[config.mk]
export PLATFORM = sky130hd
export DESIGN_NAME = demux_xx2_strm
export DESIGN_NICKNAME = d
export VERILOG_FILES = /design/src/rtl/demux_xx2_strm.sv
export SDC_FILE = /design/constraint.sdc
export NUM_CORES = 1
export LEC_CHECK = 0
export ABC_AREA = 0
export BUFFER_PORTS_ARGS = -buffer_cell sky130_fd_sc_hd__buf_4
export CORE_UTILIZATION = 25
export DETAILED_ROUTE_END_ITERATION = 8
export GPL_ROUTABILITY_DRIVEN = 0
export PLACE_DENSITY = 0.51
export RECOVER_POWER = 25
export SLEW_MARGIN = 15
export SYNTH_ARGS = -nofsm -noshare
export SYNTH_HDL_FRONTEND = slang
export SYNTH_SLANG_ARGS = --single-unit
[constraint.sdc]
create_clock -name clk -period 3.4 [get_ports clk]
set_input_delay 0.17 -clock clk [delete_from_list [all_inputs] [get_ports clk]]
set_output_delay 0.17 -clock clk [all_outputs]
set_load 0.05 [all_outputs]
[src/rtl/demux_xx2_strm.sv]
// demux_xx2_strm: 1-to-4 valid/ready stream demux with a packet-locked lane select
module demux_xx2_strm #(
    parameter int WIDTH = 1,
    parameter int CNTW  = 8
) (
    input  logic               clk,
    input  logic               rst_n,
    input  logic               i_vld,
    output logic               i_rdy,
    input  logic [WIDTH-1:0]   i_dat,
    input  logic [1:0]         i_sel,
    input  logic               i_last,
    output logic [3:0]         o_vld,
    input  logic [3:0]         o_rdy,
    output logic [4*WIDTH-1:0] o_dat,
    output logic [3:0]         o_last,
    output logic               busy,
    output logic [1:0]         cur_sel,
    output logic [4*CNTW-1:0]  pkt_cnt
);
    typedef enum logic {IDLE, BUSY} state_t;
    localparam logic [CNTW-1:0] ONE = CNTW'(1);
    state_t           r_state, w_next;
    logic [1:0]       r_sel, r_cur_sel, w_route;
    logic [3:0]       r_vld, r_last, w_acc, w_load;
    logic [WIDTH-1:0] r_dat [4];
    logic [CNTW-1:0]  r_cnt [4];
    logic             w_acpt, w_first;

    assign w_acc   = ~r_vld | o_rdy;
    assign w_route = (r_state == IDLE) ? i_sel : r_sel;
    assign i_rdy   = w_acc[w_route];
    assign w_acpt  = i_vld & i_rdy;
    assign o_vld   = r_vld;
    assign o_last  = r_last;
    assign cur_sel = r_cur_sel;

    // state register
    always_ff @(posedge clk or negedge rst_n)
        if (!rst_n) r_state <= IDLE;
        else        r_state <= w_next;

    // a packet is open after any accepted non-last beat and closes on an accepted last beat
    always_comb begin
        w_next = w_acpt ? (i_last ? IDLE : BUSY) : r_state;
    end

    // lane load strobe, first-beat flag and busy status
    always_comb begin
        w_load  = w_acpt ? 4'(4'd1 << w_route) : 4'd0;
        w_first = w_acpt && (r_state == IDLE);
        busy    = (r_state == BUSY);
    end

    // lock the lane on the first beat and count packets when their last beat is accepted
    always_ff @(posedge clk or negedge rst_n)
        if (!rst_n) begin
            r_sel     <= 2'd0;
            r_cur_sel <= 2'd0;
            for (int k = 0; k < 4; k++) r_cnt[k] <= '0;
        end else begin
            if (w_first) begin
                r_sel     <= i_sel;
                r_cur_sel <= i_sel;
            end
            if (w_acpt && i_last) r_cnt[w_route] <= r_cnt[w_route] + ONE;
        end

    // lane output registers; a load wins over a drain so a lane sustains one beat per cycle
    always_ff @(posedge clk or negedge rst_n)
        if (!rst_n) begin
            r_vld  <= 4'd0;
            r_last <= 4'd0;
            for (int k = 0; k < 4; k++) r_dat[k] <= '0;
        end else begin
            for (int k = 0; k < 4; k++)
                if (w_load[k]) begin
                    r_vld[k]  <= 1'b1;
                    r_dat[k]  <= i_dat;
                    r_last[k] <= i_last;
                end else if (o_rdy[k]) begin
                    r_vld[k]  <= 1'b0;
                end
        end

    for (genvar k = 0; k < 4; k++) begin : g_lane
        assign o_dat[k*WIDTH +: WIDTH]  = r_dat[k];
        assign pkt_cnt[k*CNTW +: CNTW]  = r_cnt[k];
    end
endmodule

==> flow_summary.rst, run 1 <==
.. list-table::
   :header-rows: 1

   * - Metric
     - Value
   * - Run status
     - finished with violations
   * - Violated checks
     - DRC
   * - Clock buffer count from CTS
     - 5
   * - Worst reg2reg path depth
     - 6
   * - Distinct cell type count of the synthesized netlist
     - 37
   * - Total I/O pin count
     - 59
   * - Initial cell density of the core
     - 26.07%
   * - Arrival time of the worst setup path
     - 2.68 ns
   * - CTS tree
     - done
   * - Period minus WS final
     - 2.522 ns
   * - Combinational family with the most area after synthesis
     - multiplexers
   * - Req. time, crit path
     - 3.56 ns
   * - Most common cell after layout, fill and taps aside
     - buf_4
   * - Fraction of synthesized cell area in xor and xnor cells
     - 4.393%
   * - Adder-cell share of the synthesized area
     - 0.5423%
   * - Height of the chip
     - 98.07 um
   * - DR iter-0 viols
     - 91
   * - Synth Area in Compound Gates
     - 6.020%
   * - Mapped Area
     - 0.002307 sq mm
   * - TritonRoute pass-1 iters
     - 6
   * - Post-route DRC violation count
     - 5
   * - F_max
     - 0.3966 GHz
   * - Type of the worst setup path
     - register to register
   * - Layout-stage area growth over the synthesis result
     - 28.15%
   * - Worst-path fanout max
     - 6
   * - # setup viols final
     - 0
   * - Pin slew with the least headroom to its limit
     - 0.6363 ns
   * - Cell area after placement
     - 0.002844 sq mm
   * - Final WL
     - 5584 um
   * - Ratio of routed vias to standard cells
     - 4.558
   * - Start point of the worst hold path
     - i_dat
   * - Full die area
     - 0.009617 sq mm
   * - Inst Count DP
     - 347
   * - Clock tree skew after final layout
     - 0.007545 ns
   * - Latest clock arrival within the worst-skew pair
     - 0.30 ns
   * - Overall overflow remaining after global route
     - 0
   * - Via count of the first global-routing pass
     - 1647
   * - Critical path origin
     - busy
   * - Unrepaired setup endpoints after global routing
     - false
   * - Synthesis-stage register bit count
     - 47
   * - Final Slew Violations
     - 0
   * - Critical path capture point type
     - register
   * - Cell accounting for the most synthesized area
     - dfrtp_1
   * - First-pass GRT wire length
     - 9211 um
   * - Worst Setup Start Kind
     - register
   * - Number of vias in the routed layout
     - 1618
   * - Net count after synthesis
     - 198
   * - Yosys warns
     - 0
   * - Final std cell area, no fill
     - 0.002957 sq mm
   * - Number of nets in the final layout
     - 259
   * - Placeable core region
     - 0.008848 sq mm
   * - Syn Area/Cell
     - 12.40 sq um
   * - Core Rows
     - 34
   * - Routed WL per cell
     - 15.73 um
   * - Antenna Violating Nets Remaining
     - 0
   * - # H-tree levels
     - 2
   * - Fill cell count
     - 893
   * - Number of cells in the finished layout apart from fillers
     - 355
   * - HP Class
     - input pin to register
   * - Endpoint with the worst hold slack
     - o_dat[3]
   * - Top library cells by usage in the layout, fill and taps aside
     - buf_4, dfrtp_1, nor2_1, a21oi_1, nand2_1
   * - R2r endpoint
     - pkt_cnt[28]
   * - Clk Tree Root Cell
     - clkbuf_8
   * - Ratio of final minimum period to clock period
     - 74.17%
   * - R2r startpoint
     - busy
   * - Number of port buffers
     - 58
   * - Gate count of the mapped netlist
     - 186
   * - Final Util
     - 33.41%
   * - Register area share after synthesis
     - 50.98%
   * - CTS sink count
     - 47
   * - Number of instances on the worst hold path
     - 2
   * - Clock buffer depth
     - 2
   * - Worst relative slew slack
     - 57.58%
   * - Post-synth top area share
     - 50.98%
   * - Multiplexer area fraction after synthesis
     - 19.74%
   * - Area fraction in and, or, nand and nor cells after synthesis
     - 15.84%
   * - Largest net degree at the start of global routing
     - 48
   * - Number of hold-slack violations in the final timing report
     - 0
   * - Clock-pin slew on the worst setup and hold paths
     - 0.08 ns
   * - Worst reg-to-reg setup slack
     - 0.88 ns
   * - Fraction of final layout cells with drive strength greater than 1
     - 43.32%
   * - Setup Total Neg Slack
     - 0 ns
   * - Top post-synthesis cells by area
     - dfrtp_1, mux4_2, a21oi_1, mux2_2, nor2_1
   * - Max Cap Viol
     - 0
   * - Horizontal die dimension
     - 98.07 um
   * - Antenna cell count
     - 0
   * - HPWL reported at the end of detailed placement
     - 4232 um
   * - All-Layer GR Usage
     - 12.47%
   * - Antenna violations before repair
     - 0
[critical path: stages, from the launching register on]
cell and delay, ns:
dfrtp_1 0.52, mux2i_4 0.45, mux4_2 0.62, ha_1 0.27, nand3_1 0.10, xor2_1 0.30, a21oi_1 0.11
[layer usage]
metal	wire length (um)	up-vias	global-route usage (%)
li1	-	769	-
met1	2764	798	18.75
met2	2438	47	17.55
met3	335	4	3.364
met4	46	0	3.147
met5	0	-	0
[registers in the layout, indices dropped and copies added (netlist names)]
signal   cells
o_dat        4
o_vld        4
pkt_cnt     32
cur_sel      2
busy         1
o_last       4
[final cells by class]
cell class	instances	area, sq um	share of cell area (%)
flip-flops and latches	47	1176	39.78
repair buffers	61	460.4	15.57
well taps	108	135.1	4.570
clock buffers	6	72.57	2.455
clock inverters	1	30.03	1.016
multi-input cells	130	1074	36.31
inverters	2	8.758	0.2962
[through the flow]
step           hold WS, ns  worst slack, ns
6_report            0.1086           0.8783
3_3_place_gp        0.2160           0.8993
3_5_place_dp        0.2200           0.8723
5_1_grt             0.1030           0.6877
2_1_floorplan      -0.1256           0.6833
4_1_cts             0.1041           0.8444
[synth_stat cells (all sizes together)]
master and number:
dfrtp 47, nor2 24, nand2 21, a21oi 20
mux2 17, mux4 7, xor2 6, buf 5
mux2i 5, a21o 4, and3 4, nand2b 4
nor4 4, and2 3, and2b 3, xnor2 3
nand3 2, a2bb2oi 1, clkbuf 1, clkdlybuf4s50 1
clkinv 1, ha 1, inv 1, nand4 1
[cells by family after synthesis]
kind of cell / Yosys count
AO/OA/AOI/OAI: 25
XOR/XNOR: 9
adder cells (fa/ha/maj): 1
buffers and inverters: 9
flip-flops: 47
multiplexers: 29
AND/OR/NAND/NOR: 66
[repair_timing]
item / CTS / global route
gates resized for setup: 0 / 0
hold buffers: 1 / 0
setup buffers: 0 / 0
endpoints found under the hold margin: 47 / 0
[worst max path at each step]
| stage | end | slack (ns) | cells after the start |
|---|---|---|---|
| 2_1_floorplan | pkt_cnt[4] | 0.68 | 7 |
| 3_3_place_gp | pkt_cnt[28] | 0.90 | 6 |
| 3_5_place_dp | pkt_cnt[28] | 0.87 | 6 |
| 4_1_cts | pkt_cnt[28] | 0.84 | 6 |
| 5_1_grt | pkt_cnt[28] | 0.69 | 6 |
| 6_report | pkt_cnt[28] | 0.88 | 6 |
Power of run 1 is left out: the tool's default activity adds up to more than one toggle a clock period on the data nets, which glitch-free logic cannot reach.
==> run 2: changes to the inputs <==
--- a/config.mk
+++ b/config.mk
@@ -10,7 +10,7 @@
 export CORE_UTILIZATION = 25
 export DETAILED_ROUTE_END_ITERATION = 8
 export GPL_ROUTABILITY_DRIVEN = 0
-export PLACE_DENSITY = 0.51
+export PLACE_DENSITY = 0.52
 export RECOVER_POWER = 25
 export SLEW_MARGIN = 15
 export SYNTH_ARGS = -nofsm -noshare
==> constraint.sdc (replaced) <==
create_clock -name clk -period 2.2 [get_ports clk]
set_input_delay 0.11 -clock clk [delete_from_list [all_inputs] [get_ports clk]]
set_output_delay 0.11 -clock clk [all_outputs]
set_load 0.05 [all_outputs]
==> run 2 against run 1 <==
The run still ends with DRC left; critical path depth rose by 2; first-iteration DRC count fell by 35%; hold slack got worse by 0.050 ns; via count rose by 5.3%; highest routed layer unchanged; design area rose by 11%; die area did not move; fmax rose by 16%; clock-buffer cell count rose by 2; global-route usage fell by 0.14 points.
==> flow_summary.rst, run 2 (synthesized netlist as in run 1, its figures left out) <==
.. list-table::
   :header-rows: 1

   * - Metric
     - Value
   * - Largest net degree at the start of global routing
     - 48
   * - Worst relative slew slack
     - 23.91%
   * - Final WL
     - 5648 um
   * - Number of port buffers
     - 58
   * - Placeable core region
     - 0.008848 sq mm
   * - Unrepaired setup endpoints after global routing
     - true
   * - Number of hold-slack violations in the final timing report
     - 0
   * - Full die area
     - 0.009617 sq mm
   * - Clock buffer count from CTS
     - 5
   * - F_max
     - 0.4614 GHz
   * - Latest clock arrival within the worst-skew pair
     - 0.29 ns
   * - Total I/O pin count
     - 59
   * - Pin slew with the least headroom to its limit
     - 1.141 ns
   * - Req. time, crit path
     - 2.38 ns
   * - Violated checks
     - DRC
   * - CTS sink count
     - 47
   * - HPWL reported at the end of detailed placement
     - 4295 um
   * - # setup viols final
     - 0
   * - Worst Setup Start Kind
     - register
   * - Via count of the first global-routing pass
     - 1692
   * - Antenna Violating Nets Remaining
     - 0
   * - Type of the worst setup path
     - register to register
   * - Arrival time of the worst setup path
     - 2.34 ns
   * - Worst-path fanout max
     - 8
   * - Clock-pin slew on the worst setup and hold paths
     - 0.08 ns
   * - Antenna violations before repair
     - 0
   * - Cell area after placement
     - 0.003039 sq mm
   * - Met2 routing resource usage after global routing
     - 19.66%
   * - HP Class
     - input pin to register
   * - Critical path capture point type
     - register
   * - All-Layer GR Usage
     - 12.33%
   * - Height of the chip
     - 98.07 um
   * - Busiest metal layer after global routing
     - met2
   * - Core Rows
     - 34
   * - Max FFs per register
     - 32
   * - Period minus WS final
     - 2.167 ns
   * - Final Util
     - 37.03%
   * - Met1 usage in global routing
     - 17.06%
   * - Number of nets in the final layout
     - 281
   * - Fraction of final layout cells with drive strength greater than 1
     - 53.70%
   * - Horizontal die dimension
     - 98.07 um
   * - Post-route DRC violation count
     - 3
   * - Ratio of final minimum period to clock period
     - 98.51%
   * - Antenna cell count
     - 0
   * - Run status
     - finished with violations
   * - Initial cell density of the core
     - 26.07%
   * - Clock tree skew after final layout
     - 0.007584 ns
   * - Clock buffer depth
     - 2
   * - Number of vias in the routed layout
     - 1703
   * - Max Cap Viol
     - 0
   * - First-pass GRT wire length
     - 9211 um
   * - Layout-stage area growth over the synthesis result
     - 42.03%
   * - DR iter-0 viols
     - 59
   * - Routed WL per cell
     - 14.94 um
   * - TritonRoute pass-1 iters
     - 6
   * - CTS tree
     - done
   * - Overall overflow remaining after global route
     - 0
   * - Most common cell after layout, fill and taps aside
     - buf_4
   * - Final std cell area, no fill
     - 0.003277 sq mm
   * - # H-tree levels
     - 2
   * - Final Slew Violations
     - 0
   * - Top library cells by usage in the layout, fill and taps aside
     - buf_4, dfrtp_1, nor2_1, nand2_1, a21oi_1
   * - Ratio of routed vias to standard cells
     - 4.505
   * - Met3 track demand over resource
     - 2.792%
   * - Clk Tree Root Cell
     - clkbuf_8
-- run 2: cell count changes in the layout (fill, tap and decap cells not counted), moves of 4 or more --
cell | before | now
a21oi_1 | 20 | 14
a21oi_2 | 0 | 6
buf_4 | 60 | 78
mux2_2 | 8 | 4
mux2_4 | 5 | 9
-- run 2: critical path, cell delays in order (launching register included) --
cell	delay, ns
dfrtp_4	0.46
mux2i_4	0.26
buf_12	0.16
mux4_2	0.54
ha_4	0.21
inv_2	0.06
nor2_4	0.05
xnor2_4	0.21
a21oi_1	0.10
-- run 2: path summary, 6_finish.rpt --
kind / from / to / slack (ns) / depth (start not counted)
hold / removal: i_dat / o_dat[3] / 0.06 / 2
min in group asynchronous: rst_n / pkt_cnt[11] / 0.57 / 2
hold reg to reg: pkt_cnt[31] / pkt_cnt[31] / 0.48 / 1
setup / recovery: busy / pkt_cnt[14] / 0.03 / 8
setup reg to reg: busy / pkt_cnt[14] / 0.03 / 8
max in group asynchronous: rst_n / busy / 0.80 / 2
-- run 2: timing repair --
action	4_1_cts	5_1_grt
hold endpoints to repair	47	0
gates resized for setup	1	13
hold buffers	1	0
buffers inserted	3	3
pin swaps	3	3
endpoints found under the setup margin	6	31
gates cloned	0	0
-- run 2: area by class of cell --
type	count	area, sq um
clock buffer	8	100.1
fill	884	5572
inverter	2	8.758
multi-input combinational	130	1201
sequential	47	1180
tap	108	135.1
timing repair buffer	83	651.9
-- run 2: through the flow --
stage / setup TNS, ns / std cells / hold slack (ns) / setup slack, ns
after global placement: 0 / 363 / 0.1564 / 0.03515
after detailed placement: 0 / 363 / 0.1671 / 0.001086
final: 0 / 378 / 0.05863 / 0.03270
after CTS: -0.003952 / 375 / 0.04927 / -0.003952
after global routing: -0.5048 / 378 / 0.05713 / -0.06177
after floorplan: -2.360 / 186 / -0.1856 / -0.2125
-- run 2: per-layer routing --
layer / up-vias / wire, um
met5: - / 0
met3: 2 / 260
met4: 0 / 15
li1: 805 / -
met2: 47 / 2689
met1: 849 / 2682
Power of run 2 is left out for the same reason.
